$ cat src/rtl/alu_pkg.sv
// Shared types for the sequential ALU: opcodes, flag bundle and FSM states.
package alu_pkg;

  localparam int unsigned OPCODE_W = 4;

  typedef enum logic [OPCODE_W-1:0] {
    OP_ADD = 4'b0000,
    OP_SUB = 4'b0001,
    OP_ADC = 4'b0010,
    OP_OR  = 4'b0011,
    OP_AND = 4'b0100,
    OP_XOR = 4'b0101,
    OP_NOT = 4'b0110,
    OP_SHL = 4'b0111,
    OP_SHR = 4'b1000,
    OP_ROL = 4'b1001,
    OP_ROR = 4'b1010,
    OP_SAR = 4'b1011,
    OP_SBB = 4'b1100,
    OP_MUL = 4'b1101,
    OP_CMP = 4'b1110,
    OP_MOV = 4'b1111
  } opcode_e;

  typedef struct packed {
    logic c;
    logic z;
    logic n;
    logic v;
  } flags_t;

  typedef enum logic {
    ST_IDLE     = 1'b0,
    ST_MUL_BUSY = 1'b1
  } state_e;

endpackage

$ cat src/rtl/alu_mul_iter.sv
// Iterative unsigned shift-add multiplier: one partial product per cycle,
// WIDTH cycles from start; done pulses for one cycle with prod valid.
module alu_mul_iter #(
  parameter int unsigned WIDTH = 8
) (
  input  logic               clk,
  input  logic               rst,
  input  logic               start,
  input  logic [WIDTH-1:0]   a,
  input  logic [WIDTH-1:0]   b,
  output logic               done,
  output logic [2*WIDTH-1:0] prod
);

  localparam int unsigned PW    = 2 * WIDTH;
  localparam int unsigned CNT_W = $clog2(WIDTH) + 1;

  logic             r_busy;
  logic [CNT_W-1:0] r_cnt;
  logic [PW-1:0]    r_acc;
  logic [PW-1:0]    r_mcand;
  logic [WIDTH-1:0] r_mplier;
  logic             r_done;

  // The start edge folds in partial product 0, so bit WIDTH-1 lands WIDTH-1 edges later.
  always_ff @(posedge clk) begin
    if (rst) begin
      r_busy   <= 1'b0;
      r_cnt    <= '0;
      r_acc    <= '0;
      r_mcand  <= '0;
      r_mplier <= '0;
      r_done   <= 1'b0;
    end else begin
      r_done <= 1'b0;
      if (start) begin
        r_acc    <= b[0] ? PW'(a) : '0;
        r_mcand  <= PW'(a) << 1;
        r_mplier <= b >> 1;
        r_cnt    <= CNT_W'(1);
        r_busy   <= 1'b1;
      end else if (r_busy) begin
        if (r_mplier[0]) begin
          r_acc <= r_acc + r_mcand;
        end
        r_mcand  <= r_mcand << 1;
        r_mplier <= r_mplier >> 1;
        r_cnt    <= r_cnt + CNT_W'(1);
        if (r_cnt == CNT_W'(WIDTH - 1)) begin
          r_busy <= 1'b0;
          r_done <= 1'b1;
        end
      end
    end
  end

  assign done = r_done;
  assign prod = r_acc;

endmodule

$ cat src/rtl/alu_seq.sv
// Handshaked WIDTH-bit ALU with persistent C/Z/N/V flags and an iterative MUL.
// Single-cycle ops complete on the accepting edge; MUL holds in_ready low.
module alu_seq
  import alu_pkg::*;
#(
  parameter int unsigned WIDTH = 8
) (
  input  logic                clk,
  input  logic                rst,
  input  logic                in_valid,
  output logic                in_ready,
  input  logic [OPCODE_W-1:0] opcode,
  input  logic [WIDTH-1:0]    input1,
  input  logic [WIDTH-1:0]    input2,
  output logic [WIDTH-1:0]    result,
  output logic                carryout,
  output logic                zero,
  output logic                negative,
  output logic                overflow,
  output logic                out_valid
);

  localparam int unsigned SHW = $clog2(WIDTH);
  localparam int unsigned W1  = WIDTH + 1;
  localparam int unsigned PW  = 2 * WIDTH;

  state_e           r_state;
  logic [WIDTH-1:0] r_result;
  flags_t           r_flags;
  logic             r_out_valid;
  logic             r_in_ready;

  state_e           w_state_nxt;
  logic [WIDTH-1:0] w_result_nxt;
  flags_t           w_flags_nxt;
  logic             w_out_valid_nxt;
  logic             w_in_ready_nxt;
  logic             w_accept;
  logic             w_mul_start;
  logic             w_mul_done;
  logic [PW-1:0]    w_mul_prod;

  opcode_e          w_op;
  logic [SHW-1:0]   w_amt;
  logic             w_amt_nz;
  logic             w_add_cin;
  logic             w_sub_bin;
  logic [W1-1:0]    w_sum;
  logic [W1-1:0]    w_diff;
  logic             w_add_v;
  logic             w_sub_v;
  logic [W1-1:0]    w_shl;
  logic [W1-1:0]    w_shr;
  logic [W1-1:0]    w_sar;
  logic [PW-1:0]    w_rol;
  logic [PW-1:0]    w_ror;
  logic [WIDTH-1:0] w_alu_res;
  logic [WIDTH-1:0] w_zn_val;
  flags_t           w_alu_flags;

  alu_mul_iter #(.WIDTH(WIDTH)) u_mul (
    .clk   (clk),
    .rst   (rst),
    .start (w_mul_start),
    .a     (input1),
    .b     (input2),
    .done  (w_mul_done),
    .prod  (w_mul_prod)
  );

  // Shared adder/subtractor and shifters; shifts carry an extra guard bit for carryout.
  always_comb begin
    w_op      = opcode_e'(opcode);
    w_amt     = input2[SHW-1:0];
    w_amt_nz  = |w_amt;
    w_add_cin = (w_op == OP_ADC) & r_flags.c;
    w_sub_bin = (w_op == OP_SBB) & r_flags.c;
    w_sum     = W1'(input1) + W1'(input2) + W1'(w_add_cin);
    w_diff    = W1'(input1) - W1'(input2) - W1'(w_sub_bin);
    w_add_v   = (input1[WIDTH-1] == input2[WIDTH-1]) && (w_sum[WIDTH-1] != input1[WIDTH-1]);
    w_sub_v   = (input1[WIDTH-1] != input2[WIDTH-1]) && (w_diff[WIDTH-1] != input1[WIDTH-1]);
    w_shl     = {1'b0, input1} << w_amt;
    w_shr     = {input1, 1'b0} >> w_amt;
    w_sar     = $signed({input1, 1'b0}) >>> w_amt;
    w_rol     = {input1, input1} << w_amt;
    w_ror     = {input1, input1} >> w_amt;
  end

  // Single-cycle result and flag selection.
  always_comb begin
    w_alu_res     = r_result;
    w_alu_flags   = '0;
    unique case (w_op)
      OP_ADD, OP_ADC: begin
        w_alu_res     = w_sum[WIDTH-1:0];
        w_alu_flags.c = w_sum[WIDTH];
        w_alu_flags.v = w_add_v;
      end
      OP_SUB, OP_SBB: begin
        w_alu_res     = w_diff[WIDTH-1:0];
        w_alu_flags.c = w_diff[WIDTH];
        w_alu_flags.v = w_sub_v;
      end
      OP_CMP: begin
        w_alu_flags.c = w_diff[WIDTH];
        w_alu_flags.v = w_sub_v;
      end
      OP_OR:  w_alu_res = input1 | input2;
      OP_AND: w_alu_res = input1 & input2;
      OP_XOR: w_alu_res = input1 ^ input2;
      OP_NOT: w_alu_res = ~input1;
      OP_MOV: w_alu_res = input2;
      OP_SHL: begin
        w_alu_res     = w_shl[WIDTH-1:0];
        w_alu_flags.c = w_shl[WIDTH];
      end
      OP_SHR: begin
        w_alu_res     = w_shr[WIDTH:1];
        w_alu_flags.c = w_shr[0];
      end
      OP_SAR: begin
        w_alu_res     = w_sar[WIDTH:1];
        w_alu_flags.c = w_sar[0];
      end
      OP_ROL: begin
        w_alu_res     = w_rol[PW-1:WIDTH];
        w_alu_flags.c = w_amt_nz & w_rol[WIDTH];
      end
      OP_ROR: begin
        w_alu_res     = w_ror[WIDTH-1:0];
        w_alu_flags.c = w_amt_nz & w_ror[WIDTH-1];
      end
      default: w_alu_res = r_result;
    endcase
    // CMP reports Z/N of the difference while leaving result untouched.
    w_zn_val      = (w_op == OP_CMP) ? w_diff[WIDTH-1:0] : w_alu_res;
    w_alu_flags.z = (w_zn_val == '0);
    w_alu_flags.n = w_zn_val[WIDTH-1];
  end

  // Next-state and registered-output logic.
  always_comb begin
    w_state_nxt     = r_state;
    w_result_nxt    = r_result;
    w_flags_nxt     = r_flags;
    w_out_valid_nxt = 1'b0;
    w_in_ready_nxt  = r_in_ready;
    w_mul_start     = 1'b0;
    w_accept        = in_valid && r_in_ready;
    unique case (r_state)
      ST_IDLE: begin
        if (w_accept) begin
          if (w_op == OP_MUL) begin
            w_mul_start    = 1'b1;
            w_in_ready_nxt = 1'b0;
            w_state_nxt    = ST_MUL_BUSY;
          end else begin
            w_result_nxt    = w_alu_res;
            w_flags_nxt     = w_alu_flags;
            w_out_valid_nxt = 1'b1;
          end
        end
      end
      ST_MUL_BUSY: begin
        if (w_mul_done) begin
          w_result_nxt    = w_mul_prod[WIDTH-1:0];
          w_flags_nxt.c   = |w_mul_prod[PW-1:WIDTH];
          w_flags_nxt.z   = (w_mul_prod[WIDTH-1:0] == '0);
          w_flags_nxt.n   = w_mul_prod[WIDTH-1];
          w_flags_nxt.v   = 1'b0;
          w_out_valid_nxt = 1'b1;
          w_in_ready_nxt  = 1'b1;
          w_state_nxt     = ST_IDLE;
        end
      end
      default: w_state_nxt = ST_IDLE;
    endcase
  end

  always_ff @(posedge clk) begin
    if (rst) begin
      r_state     <= ST_IDLE;
      r_result    <= '0;
      r_flags     <= '0;
      r_out_valid <= 1'b0;
      r_in_ready  <= 1'b1;
    end else begin
      r_state     <= w_state_nxt;
      r_result    <= w_result_nxt;
      r_flags     <= w_flags_nxt;
      r_out_valid <= w_out_valid_nxt;
      r_in_ready  <= w_in_ready_nxt;
    end
  end

  assign in_ready  = r_in_ready;
  assign out_valid = r_out_valid;
  assign result    = r_result;
  assign carryout  = r_flags.c;
  assign zero      = r_flags.z;
  assign negative  = r_flags.n;
  assign overflow  = r_flags.v;

endmodule

$ cat config.mk
export PLATFORM = sky130hd
export DESIGN_NAME = alu_seq
export DESIGN_NICKNAME = d
export VERILOG_FILES = /design/src/rtl/alu_pkg.sv /design/src/rtl/alu_mul_iter.sv /design/src/rtl/alu_seq.sv
export SDC_FILE = /design/constraint.sdc
export NUM_CORES = 1
export LEC_CHECK = 0
export CORE_MARGIN = 4
export CORE_UTILIZATION = 50
export CTS_BUF_LIST = sky130_fd_sc_hd__clkbuf_8 sky130_fd_sc_hd__clkbuf_16
export DETAILED_ROUTE_END_ITERATION = 6
export GPL_TIMING_DRIVEN = 0
export PLACE_DENSITY = 0.69
export SYNTH_ARGS = -nofsm -noshare
export SYNTH_HDL_FRONTEND = slang
export SYNTH_SLANG_ARGS = --single-unit
$ cat constraint.sdc
create_clock -name clk -period 5 [get_ports clk]
set_input_delay 0.75 -clock clk [delete_from_list [all_inputs] [get_ports clk]]
set_output_delay 0.75 -clock clk [all_outputs]
set_load 0.02 [all_outputs]
==> metrics.md <==
| Metric | Value |
|---|---|
| Status | `finished clean` |
| # nets final | `~900` |
| Sequential area share after synthesis | `0.2003` |
| Worst-path clk slew | `roughly 0.050 ns` |
| Post-Synthesis Mean Instance Area | `a little under 8 um^2` |
| Synth cell types | `76` |
| Ratio of cells with drive above 1 in the final layout | `0.06683` |
| Routed Antenna Nets | `0` |
| Row count | `39` |
| CTS tree | `done` |
| Critical Path RT | `5.24 ns` |
| # clock sinks | `59` |
| Vias in the first global route | `6040` |
| Pre-CTS setup slack | `-0.5577 ns` |
| Root Driver | `clkbuf_16` |
| Net Count, Synth | `between 800 and 900` |
| Max-slew violation count | `0` |
| Largest net degree at the start of global routing | `12` |
| Number of synthesized flops with an enable pin | `0` |
| CP Launch Type | `primary input` |
| Final RePlAce weighted congestion | `1.014` |
| PortBufs | `34` |
| Relative slew slack | `0.1552` |
| Worst vdd ir | `between 200 and 300 uV` |
| Num CTS Buffers | `9` |
| Die area | `approximately 14000 um^2` |
| Drt wl/cell | `approximately 24 um` |
| Period Utilization, post-route | `0.9628` |
| First-pass GRT wire length | `35330 um` |
| Pre-antenna DRT Iters | `5` |
| Final hold viol count | `0` |
| Max clock buf depth | `2` |
| Max FO, Critical Path | `10` |
| Synthesized area | `between 5000 and 6000 um^2` |
| Pwr/cell area | `around 240 nW/um^2` |
| 1st-iter DRT viols | `slightly below 1000` |
| Tot GR Track Use | `0.3414` |
| Area grow syn2layout | `14.53%` |
| Via density | `6.781` |
| Worst setup margin | `0.1862 ns` |
| Max-capacitance violation count | `0` |
| Fmax | `207.7 MHz` |
| Post-synthesis register bit count | `slightly below 60` |
| Worst slew pin tran | `1.250 ns` |
| Final setup vio count | `0` |
| RSZ-0062 raised after global routing | `no` |
| YS warnings | `0` |
| Commonest non-fill, non-tap cell in the layout | `nor2_1` |
| Hold Path Class | `reg -> reg` |
| Die W | `116.6 um` |
| Skew final | `approximately 0.003 ns` |
| Ys flop type | `dfxtp_1` |
| Ant. Diodes | `0` |
| Tmin final | `roughly 4.8 ns` |
| CORE AREA | `11470 um^2` |
| Most frequent cells in the layout | `nor2_1 (72), dfxtp_1 (59), nand2_1 (55)` |
| Clock Latency Late Sink | `0.33 ns` |
| Async S/R FF share, synth | `0` |
| Crit path capture type | `flop` |
| H-Tree Depth | `3` |
| Crit Path Class | `in -> reg` |
| Die height | `116.6 um` |
| DR vias | `roughly 6400` |
| Post-Route WL | `roughly 23000 um` |
| Cells after synthesis | `about 760` |
| Critical Path AT | `~5 ns` |
| Grt ovf | `0` |
| Initial Util | `0.5142` |
| Detailed-placement wirelength estimate | `17330 um` |
| P_leak | `~2.5 nW` |
| Initial antenna violation count | `0` |
| Ports | `37` |
| DRC viols | `0` |
| Hold slack | `0.4728 ns` |
| Final Core Density | `0.5890` |
## critical path, stage by stage
cell	delay, ns
clkdlybuf4s50_1	0.51
buf_6	0.17
clkinvlp_4	0.26
nor2_4	0.32
nand3_1	0.14
fa_1	0.60
ha_1	0.21
o21ai_0	0.13
a211oi_1	0.52
nor4_1	0.09
a41o_1	0.25
o21a_1	0.21
o32ai_1	0.45
nand4_1	0.13
a311oi_1	0.28
## where the power goes
group	switching (mW)	internal [mW]
Clock	0.223	0.433
Sequential	0.0148	0.485
Combinational	0.301	0.179
## cells in the mapped netlist, types with 7 or more instances
cell | count | area (um^2)
nand2b_1 | 9 | 56.30
dfxtp_1 | 59 | 1181
o211ai_1 | 7 | 52.55
clkbuf_1 | 44 | 165.2
a21oi_1 | 52 | 260.3
nor3_1 | 28 | 140.1
a211oi_1 | 32 | 240.2
mux2i_1 | 42 | 420.4
ha_1 | 46 | 575.6
a21o_1 | 7 | 52.55
buf_4 | 8 | 60.06
inv_1 | 37 | 138.9
nand2_1 | 55 | 206.5
o21ai_0 | 28 | 140.1
nand3_1 | 27 | 135.1
a31oi_1 | 18 | 112.6
xor2_1 | 11 | 96.34
nor4_1 | 12 | 75.07
o21a_1 | 12 | 90.09
nor2_1 | 73 | 274.0
## timing repair
item | 4_1_cts | 5_1_grt
cloned | 0 | 0
setup buffers | 0 | 0
hold buffers | 0 | 0
pin swaps | 0 | 1
gates resized for setup | 2 | 3
setup endpoints to repair | 6 | 3
## cell families (layout without fill, tap and decap cells)
logic type,after synthesis,in the layout,share of synthesized area
compound gates,218,218,0.2523
xor+xnor,16,16,0.02376
fa+ha+maj,51,51,0.1146
buf+inv,101,151,0.07426
flops,59,59,0.2003
mux,57,57,0.1190
simple gates,256,256,0.2158
## worst paths after layout
path / startpoint / to / slack, ns / depth (start not counted)
worst max-delay path: opcode[2] / zero / 0.19 / 15
worst min-delay path: u_mul.prod[12] / u_mul.prod[12] / 0.47 / 2
worst max register to register: carryout / zero / 1.47 / 11
worst min register to register: u_mul.prod[12] / u_mul.prod[12] / 0.47 / 2
## through the flow
stage / TNS [ns] / cell area, um^2 / instances / power [mW]
after global placement: -2.739 / 6416 / 935 / 0.9633
after floorplan: 0 / 5897 / 758 / 0.8038
after global routing: 0 / 6754 / 951 / 1.692
after detailed placement: -2.827 / 6416 / 935 / 0.9664
after CTS: 0 / 6741 / 951 / 1.618
final: 0 / 6754 / 951 / 1.637
## sequential cells by signal (all words and copies together) (netlist names)
name / count
r_state: 1
zero: 1
u_mul.done: 1
carryout: 1
overflow: 1
out_valid: 1
u_mul.r_mplier: 7
u_mul.prod: 16
negative: 1
in_ready: 1
u_mul.r_cnt: 4
result: 8
u_mul.r_mcand: 15
u_mul.r_busy: 1
## layer usage
layer	GRT usage	part of all wire	routed length, um	vias up
li1	-	-	-	2906
met1	0.5014	0.44	10100	3068
met3	0.08860	0.12	2750	58
met2	0.4958	0.41	9442	417
met5	0	0	0	-
met4	0.08716	0.026	598	0
## cell type report
type                    count  area (um^2)
clock buffers               9        225.2
multi-input cells         598         4290
repair buffers             34        340.3
fillers                  1054         4713
plain buffers              60        284.0
inverters                  41        161.4
well taps                 143        178.9
flip-flops and latches     59         1181
clock inverters             7        92.59
Note: power is estimated with default switching activity, not from simulation.
